## config.mk

```make
export PLATFORM = sky130hd
export DESIGN_NAME = mdl_relpg_seq
export DESIGN_NICKNAME = d
export VERILOG_FILES = /design/src/rtl/mdl_relpg_seq.sv
export SDC_FILE = /design/constraint.sdc
export NUM_CORES = 1
export LEC_CHECK = 0
export ABC_AREA = 1
export BUFFER_PORTS_ARGS = -buffer_cell sky130_fd_sc_hd__buf_2
export CAP_MARGIN = 20
export CELL_PAD_IN_SITES_DETAIL_PLACEMENT = 0
export CELL_PAD_IN_SITES_GLOBAL_PLACEMENT = 1
export CORE_MARGIN = 1.5
export CORE_UTILIZATION = 40
export DETAILED_ROUTE_END_ITERATION = 10
export GPL_ROUTABILITY_DRIVEN = 0
export PLACE_DENSITY_LB_ADDON = 0.1
export SLEW_MARGIN = 15
export SYNTH_ARGS = -nofsm -noshare
export SYNTH_HDL_FRONTEND = slang
export SYNTH_SLANG_ARGS = --single-unit
```

## constraint.sdc

```tcl
create_clock -name i_MCLK -period 1.94 [get_ports i_MCLK]
set_input_delay 0.388 -clock i_MCLK [delete_from_list [all_inputs] [get_ports i_MCLK]]
set_output_delay 0.388 -clock i_MCLK [all_outputs]
set_load 0.005 [all_outputs]
```

## src/rtl/mdl_relpg_seq.sv

```systemverilog
// Relative-page sequencer: 20-step timing ring, add-frame request FSM and
// serial capture of the relative page counter value.
module mdl_relpg_seq (
  input  logic        i_MCLK,
  input  logic        i_RST_n,
  input  logic        i_CLK2M_PCEN_n,
  input  logic        i_REQ,
  input  logic [11:0] i_REQ_CNT,
  input  logic        i_ABORT,
  input  logic        i_RELPGCNTR_LSB,
  output logic [19:0] o_ROT20_n,
  output logic        o_CNT_START,
  output logic        o_CNT_STOP,
  output logic        o_ACK,
  output logic        o_BUSY,
  output logic [11:0] o_PAGE,
  output logic        o_PAGE_VLD
);

  typedef enum logic [1:0] {IDLE, ARM, RUN, DONE} state_t;

  state_t      r_state;
  state_t      w_stateNext;
  logic [19:0] r_ring;
  logic [11:0] r_remaining;
  logic [11:0] w_remNext;
  logic [11:0] r_shadow;
  logic [11:0] r_page;
  logic        r_pageVld;
  logic        r_start;
  logic        r_stop;
  logic        r_ack;
  logic        r_busy;
  logic        w_startNext;
  logic        w_stopNext;
  logic        w_tick;
  logic        w_step18;
  logic        w_step12;
  logic        w_capStep;

  assign w_tick    = ~i_CLK2M_PCEN_n;
  assign w_step18  = ~r_ring[18];
  assign w_step12  = ~r_ring[12];
  // Steps 0..11 are the serial capture window.
  assign w_capStep = ~(&r_ring[11:0]);

  always_comb begin
    w_stateNext = r_state;
    w_remNext   = r_remaining;
    w_startNext = 1'b0;
    w_stopNext  = 1'b0;
    case (r_state)
      IDLE: begin
        if (i_REQ) begin
          if (i_REQ_CNT != 12'd0) begin
            w_remNext   = i_REQ_CNT;
            w_stateNext = ARM;
          end else begin
            w_stateNext = DONE;
          end
        end
      end
      ARM: begin
        // Abort wins over a START that would be issued on the same tick.
        if (i_ABORT) begin
          w_stateNext = DONE;
        end else if (w_step18) begin
          w_startNext = 1'b1;
          w_stateNext = RUN;
        end
      end
      RUN: begin
        if (w_step18) begin
          if ((r_remaining == 12'd1) || i_ABORT) begin
            w_stopNext  = 1'b1;
            w_stateNext = DONE;
          end else begin
            w_remNext = r_remaining - 12'd1;
          end
        end else if (i_ABORT) begin
          w_remNext = 12'd1;
        end
      end
      DONE: begin
        if (!i_REQ) begin
          w_stateNext = IDLE;
        end
      end
      default: w_stateNext = IDLE;
    endcase
  end

  always_ff @(posedge i_MCLK or negedge i_RST_n) begin
    if (!i_RST_n) begin
      r_ring      <= 20'hFFFFE;
      r_state     <= IDLE;
      r_remaining <= 12'd0;
      r_shadow    <= 12'd0;
      r_page      <= 12'd0;
      r_pageVld   <= 1'b0;
      r_start     <= 1'b0;
      r_stop      <= 1'b0;
      r_ack       <= 1'b0;
      r_busy      <= 1'b0;
    end else if (w_tick) begin
      r_ring      <= {r_ring[18:0], r_ring[19]};
      r_state     <= w_stateNext;
      r_remaining <= w_remNext;
      r_start     <= w_startNext;
      r_stop      <= w_stopNext;
      r_ack       <= (w_stateNext == DONE);
      r_busy      <= (w_stateNext == ARM) || (w_stateNext == RUN);
      if (w_capStep) begin
        r_shadow <= {i_RELPGCNTR_LSB, r_shadow[11:1]};
      end
      if (w_step12) begin
        r_page    <= r_shadow;
        r_pageVld <= 1'b1;
      end
    end
  end

  assign o_ROT20_n   = r_ring;
  assign o_CNT_START = r_start;
  assign o_CNT_STOP  = r_stop;
  assign o_ACK       = r_ack;
  assign o_BUSY      = r_busy;
  assign o_PAGE      = r_page;
  assign o_PAGE_VLD  = r_pageVld;

endmodule
```

==> impl_metrics.tcl <==
set metrics [dict create \
    run_status "finished, final reports clean" \
    grt_pass1_wl_um 11600 \
    antenna_found_initial 0 \
    ys.flop_type "dfrtp_1" \
    hold_viol 0 \
    root_buffer "clkbuf_8" \
    critical_path.top_delay_family "simple AND/OR/NAND/NOR gates" \
    chipWidth_um 90.1 \
    final_util_pct 49.1 \
    cp.arrival_ns 1.96 \
    netlist.area_leader.share_pct 36.3 \
    route.detailed.drc 0 \
    fin_tns_setup_ns 0 \
    clock-sinks 63 \
    drt_iter0_drc 146 \
    viasPerCell 4.74 \
    port_buffers 54 \
    area_growth_pct 18.1 \
    dieArea_um2 8110 \
    hold_path.class "primary input to async pin" \
    wl_per_cell_um 12.6 \
    whs_ns 0.0356 \
    netlist_instances 388 \
    max_freq_mhz 574 \
    crit_fanout 13 \
    hpwl_um 4700 \
    cts_htree_levels 3 \
    start_util_pct 41.6 \
    synth_cell_types 32 \
    cpPeakStageDelay_ns 0.42 \
    slew_headroom_pct 59.9 \
    rr_startpoint "r_state[0]$_DFFE_PN0N_" \
    synth_area_leaders "dfrtp_1, nand2_1, dfstp_2" \
    p_leak_uw 0.00189 \
    dpl.cell_count 533 \
    worstSetupPathType "flop to flop" \
    yosys.cell_count.top_type "nand2_1" \
    period_share_pct 89.8 \
    cts_made_buffers 9 \
    cts_tree "done" \
    grt_overflow_total 0 \
    firstDrtPassIters 4 \
    dr_total_vias 2605 \
    netlist_area_um2 3030 \
    cellPowerDensity_nw_per_um2 1220 \
    ys_ff_latch 63 \
    yosysSeqAreaShare_pct 52.8 \
    hold_buffers 0 \
    ys_warn_count 0 \
    grt_pass1_vias 2416 \
    rsz0062_at_grt "no" \
    avgSynthCellArea_um2 7.81 \
    startpoint "r_state[0]$_DFFE_PN0N_" \
    final_cells 549 \
    ir_worst_vdd_uv 515 \
    final_nets 466 \
    path_cells "inv_1 > nand2_2 > nor2_1 > nor2_1 > a21oi_4 > nand3_2 > nand2_1 > nand2_1" \
    num_rows 31 \
    drive_gt1_share_pct 23.1 \
    slew_violations 0 \
    num_antenna_cells 0 \
    ioPinCount 55 \
    cp-start-kind "flop" \
    synthArstFlopShare_pct 100 \
    drv_cap 0 \
    cp_slowest_cell "dfrtp_1" \
    setup_viol 0 \
    syn_nets 409 \
    clk_latency_ns 0.33 \
    routed_wl_um 6900 \
    fin_crit_ns 1.74 \
    core_area_um2 7290 \
    max_slew.worst_pin.slew_ns 0.600 \
    critPathBufInv 1 \
    cp.required_ns 2.16 \
    ant_nets 0 \
    grt_max_degree 64 \
    clk_pin_slew_ns 0.07 \
    synthDominantAreaCellType "dfrtp_1" \
    clock_path_buffers 2 \
    chipHeight_um 90.1 \
    ys_top_cells_by_count "nand2_1, dfrtp_1, inv_1" \
    synth-edff-count 0 \
    clock_skew_ns 0.0122 \
    grtUsageTotal_pct 18.0 \
    endpoint_kind "flop" \
]
[report_power, final]
group / internal [µW] / leakage, µW / switching (µW)
Combinational: 556 / 0.00105 / 885
Sequential: 1680 / 0.000762 / 265
Clock: 467 / 0.0000837 / 520
Total: 2700 / 0.00189 / 1670
[kinds of logic after synthesis]
logic type	count (synthesis)	share of synthesized area (%)
and+or+nand+nor	238	32.2
DFF	63	52.8
buffers and inverters	47	6.48
AOI/OAI and AO/OA	36	7.06
adders and majority gates	3	1.24
xor gates and xnor gates	1	0.289
[routing by layer]
| metal | part of all wire (%) | track usage (%) |
|---|---|---|
| met4 | 1.1 | 5.95 |
| met1 | 48 | 23.1 |
| met2 | 47 | 28.7 |
| met5 | 0 | 0 |
| met3 | 3.8 | 5.75 |
[cell type report]
class,count,area (µm²)
clock buffers,11,131
clock inverters,5,35.0
fillers,768,3710
inverters,33,124
multi-input cells,278,1240
flip-flops and latches,63,1600
well taps,99,124
repair buffers,60,328
[worst reg2reg max path: stages, from the launching register on]
cell and delay, ns:
dfrtp_1 0.42, inv_1 0.12, nand2_2 0.17, nor2_1 0.15, nor2_1 0.07, a21oi_4 0.21
nand3_2 0.28, nand2_1 0.15, nand2_1 0.06
[final timing paths]
path	to	slack (ns)	depth (start not counted)
max	r_remaining[4]$_DFFE_PN0P_	0.20	8
min	o_BUSY$_DFFE_PN0N_	0.04	2
max reg2reg	r_remaining[4]$_DFFE_PN0P_	0.20	8
min reg2reg	o_PAGE[11]$_DFFE_PN0P_	0.47	2
max in group asynchronous	o_ROT20_n[14]$_DFFE_PN1N_	1.54	2
min in group i_MCLK	o_CNT_START$_DFFE_PN0N_	0.28	2
[repair_timing]
item,4_1_cts,5_1_grt
resized for setup,0,1
endpoints found under the setup margin,0,12
buffers inserted,0,0
[metrics by stage]
step	power (µW)	worst slack [ns]	instance area (µm²)
floorplan	2960	0.385	3030
global route	4760	0.0143	3580
CTS	4440	0.0882	3580
detailed placement	3420	-0.0700	3410
global placement	3400	-0.000818	3410
finish	4370	0.198	3580
[sequential cells by signal, indices dropped and copies added, names as in the netlist]
signal / count
r_shadow: 12
o_ACK: 1
o_CNT_STOP: 1
o_BUSY: 1
o_ROT20_n: 20
r_state: 2
o_CNT_START: 1
r_remaining: 12
o_PAGE_VLD: 1
o_PAGE: 12
[cells in the final DEF, fill, tap and decap left out, types with 3 or more instances in the layout]
cell type and count:
a21oi_1 3, and2_1 3, buf_2 54, buf_4 5, clkbuf_8 9, dfrtp_1 44
dfstp_2 19, ha_1 3, inv_1 32, nand2_1 169, nand3_1 25, nand4_1 5
nor2_1 26, o21ai_0 25
Note: power is estimated with default switching activity, not from simulation.
